File: src/rtl/ram_port_arbiter.sv
// ram_port_arbiter
//
// Front end for a single-port block RAM. It arbitrates one write stream and one
// read stream onto the RAM's single registered address/data/write-enable port.
// Writes have priority. A burst limiter hands the port to a pending read after
// MAX_WR_BURST consecutive writes. Read data comes back after a fixed latency of
// 1 + RD_LAT cycles, and the block keeps a saturating count of accepted writes.
//
// Ports:
//   CLK, rst            clock; synchronous active-high reset
//   wr_valid/wr_ready   write handshake; wr_ready is combinational
//   wr_addr, wr_data    write address/data, held by the writer until accepted
//   rd_req/rd_ack       read handshake; rd_ack is combinational
//   rd_addr             read address, held by the reader until accepted
//   rd_valid, rd_data   read return; rd_data is meaningful only with rd_valid
//   wr_count            saturating (255) count of accepted writes
//   ram_addr/din/we     registered RAM port outputs
//   ram_dout            RAM read data
module ram_port_arbiter #(
  parameter int unsigned ADDR_W       = 9,
  parameter int unsigned DATA_W       = 16,
  parameter int unsigned RD_LAT       = 1,
  parameter int unsigned MAX_WR_BURST = 4
) (
  input  logic              CLK,
  input  logic              rst,
  input  logic              wr_valid,
  output logic              wr_ready,
  input  logic [ADDR_W-1:0] wr_addr,
  input  logic [DATA_W-1:0] wr_data,
  input  logic              rd_req,
  output logic              rd_ack,
  input  logic [ADDR_W-1:0] rd_addr,
  output logic              rd_valid,
  output logic [DATA_W-1:0] rd_data,
  output logic [7:0]        wr_count,
  output logic [ADDR_W-1:0] ram_addr,
  output logic [DATA_W-1:0] ram_din,
  output logic              ram_we,
  input  logic [DATA_W-1:0] ram_dout
);

  localparam logic [3:0] MaxBurst = 4'(MAX_WR_BURST);

  logic [3:0]      burst_cnt;
  logic            read_grant;
  logic            write_grant;
  // Bit 0 is set the cycle after a read grant; the top bit lines up with ram_dout.
  logic [RD_LAT:0] rd_pipe;

  // Reads win only when the writer is idle or has used up its burst allowance.
  always_comb begin
    read_grant  = !rst && rd_req && (!wr_valid || (burst_cnt >= MaxBurst));
    write_grant = !rst && wr_valid && !read_grant;
  end

  assign wr_ready = write_grant;
  assign rd_ack   = read_grant;
  assign rd_valid = rd_pipe[RD_LAT];
  assign rd_data  = ram_dout;

  always_ff @(posedge CLK) begin
    if (rst) begin
      burst_cnt <= '0;
      wr_count  <= '0;
      ram_addr  <= '0;
      ram_din   <= '0;
      ram_we    <= 1'b0;
      rd_pipe   <= '0;
    end else begin
      // Burst count only means something while a read is waiting.
      if (read_grant || !rd_req) begin
        burst_cnt <= '0;
      end else if (write_grant && (burst_cnt < MaxBurst)) begin
        burst_cnt <= burst_cnt + 4'd1;
      end

      ram_we <= write_grant;
      if (write_grant) begin
        ram_addr <= wr_addr;
        ram_din  <= wr_data;
      end else if (read_grant) begin
        ram_addr <= rd_addr;
      end

      rd_pipe <= {rd_pipe[RD_LAT-1:0], read_grant};

      if (write_grant && (wr_count != 8'hFF)) begin
        wr_count <= wr_count + 8'd1;
      end
    end
  end

endmodule

File: config.mk
export PLATFORM = sky130hd
export DESIGN_NAME = ram_port_arbiter
export DESIGN_NICKNAME = d
export VERILOG_FILES = /design/src/rtl/ram_port_arbiter.sv
export SDC_FILE = /design/constraint.sdc
export NUM_CORES = 1
export LEC_CHECK = 0
export ABC_CLOCK_PERIOD_IN_PS = 1440
export CAP_MARGIN = 20
export CORE_MARGIN = 3
export CORE_UTILIZATION = 35
export CTS_BUF_LIST = sky130_fd_sc_hd__clkbuf_8
export DETAILED_ROUTE_END_ITERATION = 12
export GPL_TIMING_DRIVEN = 0
export HOLD_SLACK_MARGIN = 0.06
export PLACE_DENSITY = 0.87
export SETUP_SLACK_MARGIN = 0.5
export SYNTH_ARGS = -nofsm -noshare
export SYNTH_HDL_FRONTEND = slang
export SYNTH_SLANG_ARGS = --single-unit
File: constraint.sdc
create_clock -name CLK -period 1.44 [get_ports CLK]
set_input_delay 0.288 -clock CLK [delete_from_list [all_inputs] [get_ports CLK]]
set_output_delay 0.288 -clock CLK [all_outputs]
set_load 0.05 [all_outputs]
==> results.yml, run 1 <==
die:
  row_count: 25
  ios: 107
  die_x_um: 78.99
  die_area_sq_um: 6239
  initial_core_util: 0.3772
  dieHeight_um: 78.99
  coreArea_sq_um: 4942
timing:
  hold_viol: 0
  setup_ws_ps: -108.0
  timing.setup.tns_ps: -179.2
  setup_viol: 2
  max_slew_margin: 0.6422
  finalCriticalPeriod_ps: 1548
  finalCritPeriodShare: 1.075
  timing.fmax_mhz: 646.0
  skew_ps: 4.680
  rsz0062_at_grt: "yes"
  worst_pin_slew_ps: 536.7
  drv_slew: 0
global_routing:
  grt_max_degree: 13
  grt_pass1_wl_um: 10640
  grtUsageTotal: 0.2127
  grt_overflow: 0
  grt_pass1_vias: 2163
  antenna_found_initial: 0
clock_network:
  hold_buffers: 0
  root_buffer: "clkbuf_8"
  cts_buffers: 5
  cts_sinks: 40
  cts_tree: "built"
  path_clk_slew_ps: 80
  cts_buffer_depth: 2
  ctsHtreeMaxLevel: 2
  clock_latency_ps: 290
yosys:
  syn-num-nets: 271
  ys_seq_elements: 40
  avgSynthCellArea_sq_um: 8.671
  yosysWarningCount: 0
  synth_area_sq_um: 1864
  ys.flop_type: "dfxtp_1"
  syn_inst: 215
  ys_seq_area_frac: 0.4295
  synthDistinctLibCells: 38
  synth_edf_count: 0
  async_reset_ff_frac: 0
power:
  power_uw: 3073
  power_leakage_uw: 0.001579
  vdd_ir_drop_max_v: 0.0006369
  p_per_area_nw_per_um2: 767.2
drt:
  drt_first_pass_iters: 4
  vias: 2180
  avgRoutedWirePerCell_um: 18.12
  drc_errors: 0
  ant_nets: 0
  drt-initial-drc-count: 112
  avgViaCountPerCell: 5.266
  wl_um: 7501
worst_setup_path:
  crit_required_ps: 1150
  crit_path_end_kind: "output pin"
  crit_arrival_ps: 1260
  rr_startpoint: "burst_cnt[2]"
  worstSetupStartpoint: "burst_cnt[2]"
  crit_type: "reg2out"
  reg2reg_depth: 5
  rr_endpoint: "wr_count[7]"
  endpoint: "wr_ready"
  worst_setup_path_start_kind: "flop"
  critPathMaxFanout: 3
  r2r_setup_slack_ps: -70
place:
  hpwl_um: 4136
  place.gp.congestion: 0.7679
  io_buffer_count: 89
  place_ws_ps: -1206
layout:
  regArea_sq_um: 874.6
  num-nets-final: 402
  multi_input_area_sq_um: 1313
  drive_gt1_frac: 0.6657
  fill_cells: 306
  syn2layout_area_growth_pct: 114.8
  antenna_cells: 0
run:
  drv_cap: 0
hold_path:
  hold_class: "in2reg"
outcome:
  violations: "setup timing"
  outcome: "finished with violations"
==> layer usage <==
layer | track usage | wire [um] | part of all wire | vias to the layer above
met5 | 0 | 0 | 0 | -
met4 | 0.06357 | 285 | 0.038 | 0
met3 | 0.06009 | 514 | 0.069 | 28
met2 | 0.3889 | 3886 | 0.52 | 112
met1 | 0.2378 | 2815 | 0.38 | 1024
li1 | - | - | - | 1016
==> kinds of logic (layout without fill, tap and decap cells) <==
| group | Yosys count | in the layout | synth area share |
|---|---|---|---|
| other | 1 | 1 | 0.002011 |
| AO/OA/AOI/OAI | 44 | 44 | 0.1571 |
| AND/OR/NAND/NOR | 91 | 91 | 0.2738 |
| buffers and inverters | 34 | 166 | 0.1067 |
| flip-flops | 40 | 40 | 0.4295 |
| multiplexers | 3 | 3 | 0.01745 |
| adder cells (fa/ha/maj) | 2 | 2 | 0.01342 |
==> final cells by class <==
type	instances	area share
Sequential cell	40	0.2184
Inverter	3	0.002812
Clock buffer	5	0.01718
Buffer	31	0.07873
Clock inverter	3	0.003124
Multi-Input combinational cell	141	0.3277
Timing Repair Buffer	124	0.3311
Tap cell	67	0.02093
==> synth_stat cells (3+ instances only) <==
master | n | share of area
nor2b_1 | 4 | 0.013
o21ai_0 | 16 | 0.043
nor2_1 | 13 | 0.026
buf_4 | 16 | 0.064
inv_1 | 3 | 0.0060
nand2b_1 | 19 | 0.064
nand3_1 | 19 | 0.051
clkbuf_1 | 5 | 0.010
a211oi_1 | 14 | 0.056
and2_1 | 4 | 0.013
nor4_1 | 11 | 0.037
nor3_1 | 11 | 0.030
dfxtp_1 | 40 | 0.43
a21oi_1 | 3 | 0.0081
buf_2 | 9 | 0.024
==> worst min path at each step <==
stage            startpoint      endpoint  cells past startpoint
6_report           wr_valid    rd_pipe[0]                      2
5_1_grt            wr_valid    rd_pipe[0]                      2
4_1_cts            wr_valid    rd_pipe[0]                      2
3_5_place_dp   burst_cnt[0]  burst_cnt[0]                      1
3_3_place_gp   burst_cnt[0]  burst_cnt[0]                      1
2_1_floorplan  burst_cnt[0]  burst_cnt[0]                      1
==> state kept, by name, summed over array words and instances (netlist names) <==
| name | count |
|---|---|
| rd_pipe | 2 |
| burst_cnt | 4 |
| ram_we | 1 |
| ram_addr | 9 |
| wr_count | 8 |
| ram_din | 16 |
==> stage by stage <==
stage | instances | utilization | hold slack, ps | instance area (sq um)
2_1_floorplan | 215 | - | 398.4 | 2161
3_3_place_gp | 371 | 0.6344 | 406.4 | 3136
3_5_place_dp | 371 | 0.6344 | 422.9 | 3136
4_1_cts | 399 | 0.7420 | 213.3 | 3667
5_1_grt | 414 | 0.8104 | 228.9 | 4005
6_report | 414 | 0.8104 | 222.9 | 4005
==> cells in the final DEF (no fill, tap or decap), drive strengths merged, types with 3 or more instances in the layout <==
cell type      netlist  final
nand2b              19     19
nor2                14     14
buf                 26    114
o21ai               17     17
and2                 4      4
dfxtp               40     40
clkbuf               5     10
nor2b                4      4
nor3                11     11
inv                  3      5
clkdlybuf4s50        0     34
nor4                11     11
nand3               19     19
a21oi                3      3
a211oi              14     14
==> where the power goes <==
group          internal [uW]  switching [uW]  total (uW)
registers               1170            59.8        1230
clock network            327             395         722
logic                    519             604        1120
total                   2010            1060        3070
==> critical path, cell delays in order, from the launching register on <==
cell and delay, ps:
dfxtp_4 350, o21a_4 230, nor2_4 140, buf_12 120, buf_12 120
==> what timing repair did <==
action / in CTS / in global routing
cloned: 2 / 0
resized for setup: 441 / 47
pin swaps: 17 / 17
endpoints found under the setup margin: 92 / 74
setup buffers: 18 / 15
Power figures use the tool's default switching activity.
==> run 2: changes to the inputs <==
--- a/config.mk
+++ b/config.mk
@@ -7,6 +7,7 @@
 export LEC_CHECK = 0
 export ABC_CLOCK_PERIOD_IN_PS = 1440
 export CAP_MARGIN = 20
+export CORE_ASPECT_RATIO = 0.75
 export CORE_MARGIN = 3
 export CORE_UTILIZATION = 35
 export CTS_BUF_LIST = sky130_fd_sc_hd__clkbuf_8
==> results.yml, run 2 (synthesized netlist as in run 1, its figures left out) <==
place:
  place_ws_ps: -1200
  io_buffer_count: 89
  place.gp.congestion: 0.8304
  hpwl_um: 4109
timing:
  rsz0062_at_grt: "yes"
  holdWs_ps: 224.0
  timing.setup.tns_ps: -129.8
  setup_viol: 4
  hold_viol: 0
  timing.fmax_mhz: 661.9
  finalCriticalPeriod_ps: 1511
  skew_ps: 4.782
  finalCritPeriodShare: 1.049
  drv_slew: 0
  setup_ws_ps: -70.80
clock_network:
  cts_tree: "built"
  cts_buffer_depth: 2
  path_clk_slew_ps: 80
  clock_latency_ps: 280
  ctsHtreeMaxLevel: 2
  hold_buffers: 0
  cts_sinks: 40
  root_buffer: "clkbuf_8"
  cts_buffers: 5
global_routing:
  grt_overflow: 0
  grt_pass1_wl_um: 10490
  grtUsageTotal: 0.2033
  grt_max_degree: 13
  antenna_found_initial: 0
  grt_pass1_vias: 2099
worst_setup_path:
  crit_type: "reg2out"
  crit_path_end_kind: "output pin"
  worst_setup_path_start_kind: "flop"
  crit_arrival_ps: 1220
  crit_required_ps: 1150
  critPathMaxFanout: 4
run:
  drv_cap: 0
die:
  ios: 107
  row_count: 22
  die_area_sq_um: 6247
  coreArea_sq_um: 5010
  die_x_um: 90.28
  initial_core_util: 0.3721
  dieHeight_um: 69.21
layout:
  final_common_cell: "buf_8"
  multi_input_area_sq_um: 1174
  num-nets-final: 396
  syn2layout_area_growth_pct: 105.5
  antenna_cells: 0
  reg.largest.list: "ram_din x16, ram_addr x9, wr_count x8"
  drive_gt1_frac: 0.6158
  fill_cells: 346
  regArea_sq_um: 872.1
  top_register: "ram_din"
  mostFrequentLayoutCells: "buf_8, buf_4, clkdlybuf4s50_1"
  largest_reg_flops: 16
power:
  comb_power_share: 0.334
  power_leakage_uw: 0.001511
  p_int_uw: 2175
  switching_share: 0.3167
  p_per_area_nw_per_um2: 830.8
  power_frac_clock: 0.281
  netSwitchingPower_uw: 1008
  vdd_ir_drop_max_v: 0.0006194
  seqPwrFrac: 0.385
hold_path:
  hold_class: "in2reg"
drt:
  drc_errors: 0
  avgViaCountPerCell: 5.046
  wl_um: 6530
  vias: 2084
  avgRoutedWirePerCell_um: 15.81
  drt-initial-drc-count: 94
  drt_first_pass_iters: 4
  ant_nets: 0
outcome:
  outcome: "finished with violations"
  violations: "setup timing"
==> run 2: routing by layer <==
metal  track usage  vias to the layer above  part of all wire
met4       0.02886                        0            0.0038
met3       0.05857                        4             0.065
met1        0.2658                      985              0.43
met2        0.3419                       87              0.50
li1              -                     1008                 -
met5             0                        -                 0
==> run 2: final timing paths <==
path / depth (start not counted) / endpoint / from / slack (ps)
setup / recovery: 4 / wr_ready / burst_cnt[2] / -70
hold / removal: 2 / rd_pipe[0] / wr_valid / 220
setup reg to reg: 4 / wr_count[5] / burst_cnt[2] / -50
hold reg to reg: 1 / burst_cnt[0] / burst_cnt[0] / 430
==> run 2: timing repair <==
item	4_1_cts	5_1_grt
pin swaps	25	6
gates resized for setup	436	17
cloned	2	0
buffers inserted	18	9
setup endpoints to repair	92	75
==> run 2: power groups by stage <==
stage	clock network, uW	logic [uW]	registers [uW]
4_1_cts	916	1020	1230
5_1_grt	964	1120	1230
3_3_place_gp	0	869	1230
6_report	895	1060	1220
3_5_place_dp	0	880	1230
2_1_floorplan	0	348	1430
==> run 2: critical path: stages, from the launching register on <==
cell	delay, ps
dfxtp_4	370
o21a_4	210
nor2_4	110
buf_12	120
buf_12	120
==> run 2: layout make-up <==
cell class                      instances  share of cell area
Multi-Input combinational cell        141              0.3063
Tap cell                               72             0.02351
Clock buffer                            5             0.01796
Sequential cell                        40              0.2276
Timing Repair Buffer                  118              0.3338
Clock inverter                          3             0.01012
Buffer                                 31             0.07773
Inverter                                3            0.002939
==> run 2: stage by stage <==
stage / cell area [sq um] / util / std cells / total power [uW]
2_1_floorplan: 2161 / - / 215 / 1779
3_3_place_gp: 3142 / 0.6271 / 376 / 2095
3_5_place_dp: 3142 / 0.6271 / 376 / 2106
4_1_cts: 3697 / 0.7380 / 404 / 3160
5_1_grt: 3831 / 0.7647 / 413 / 3312
6_report: 3831 / 0.7647 / 413 / 3183
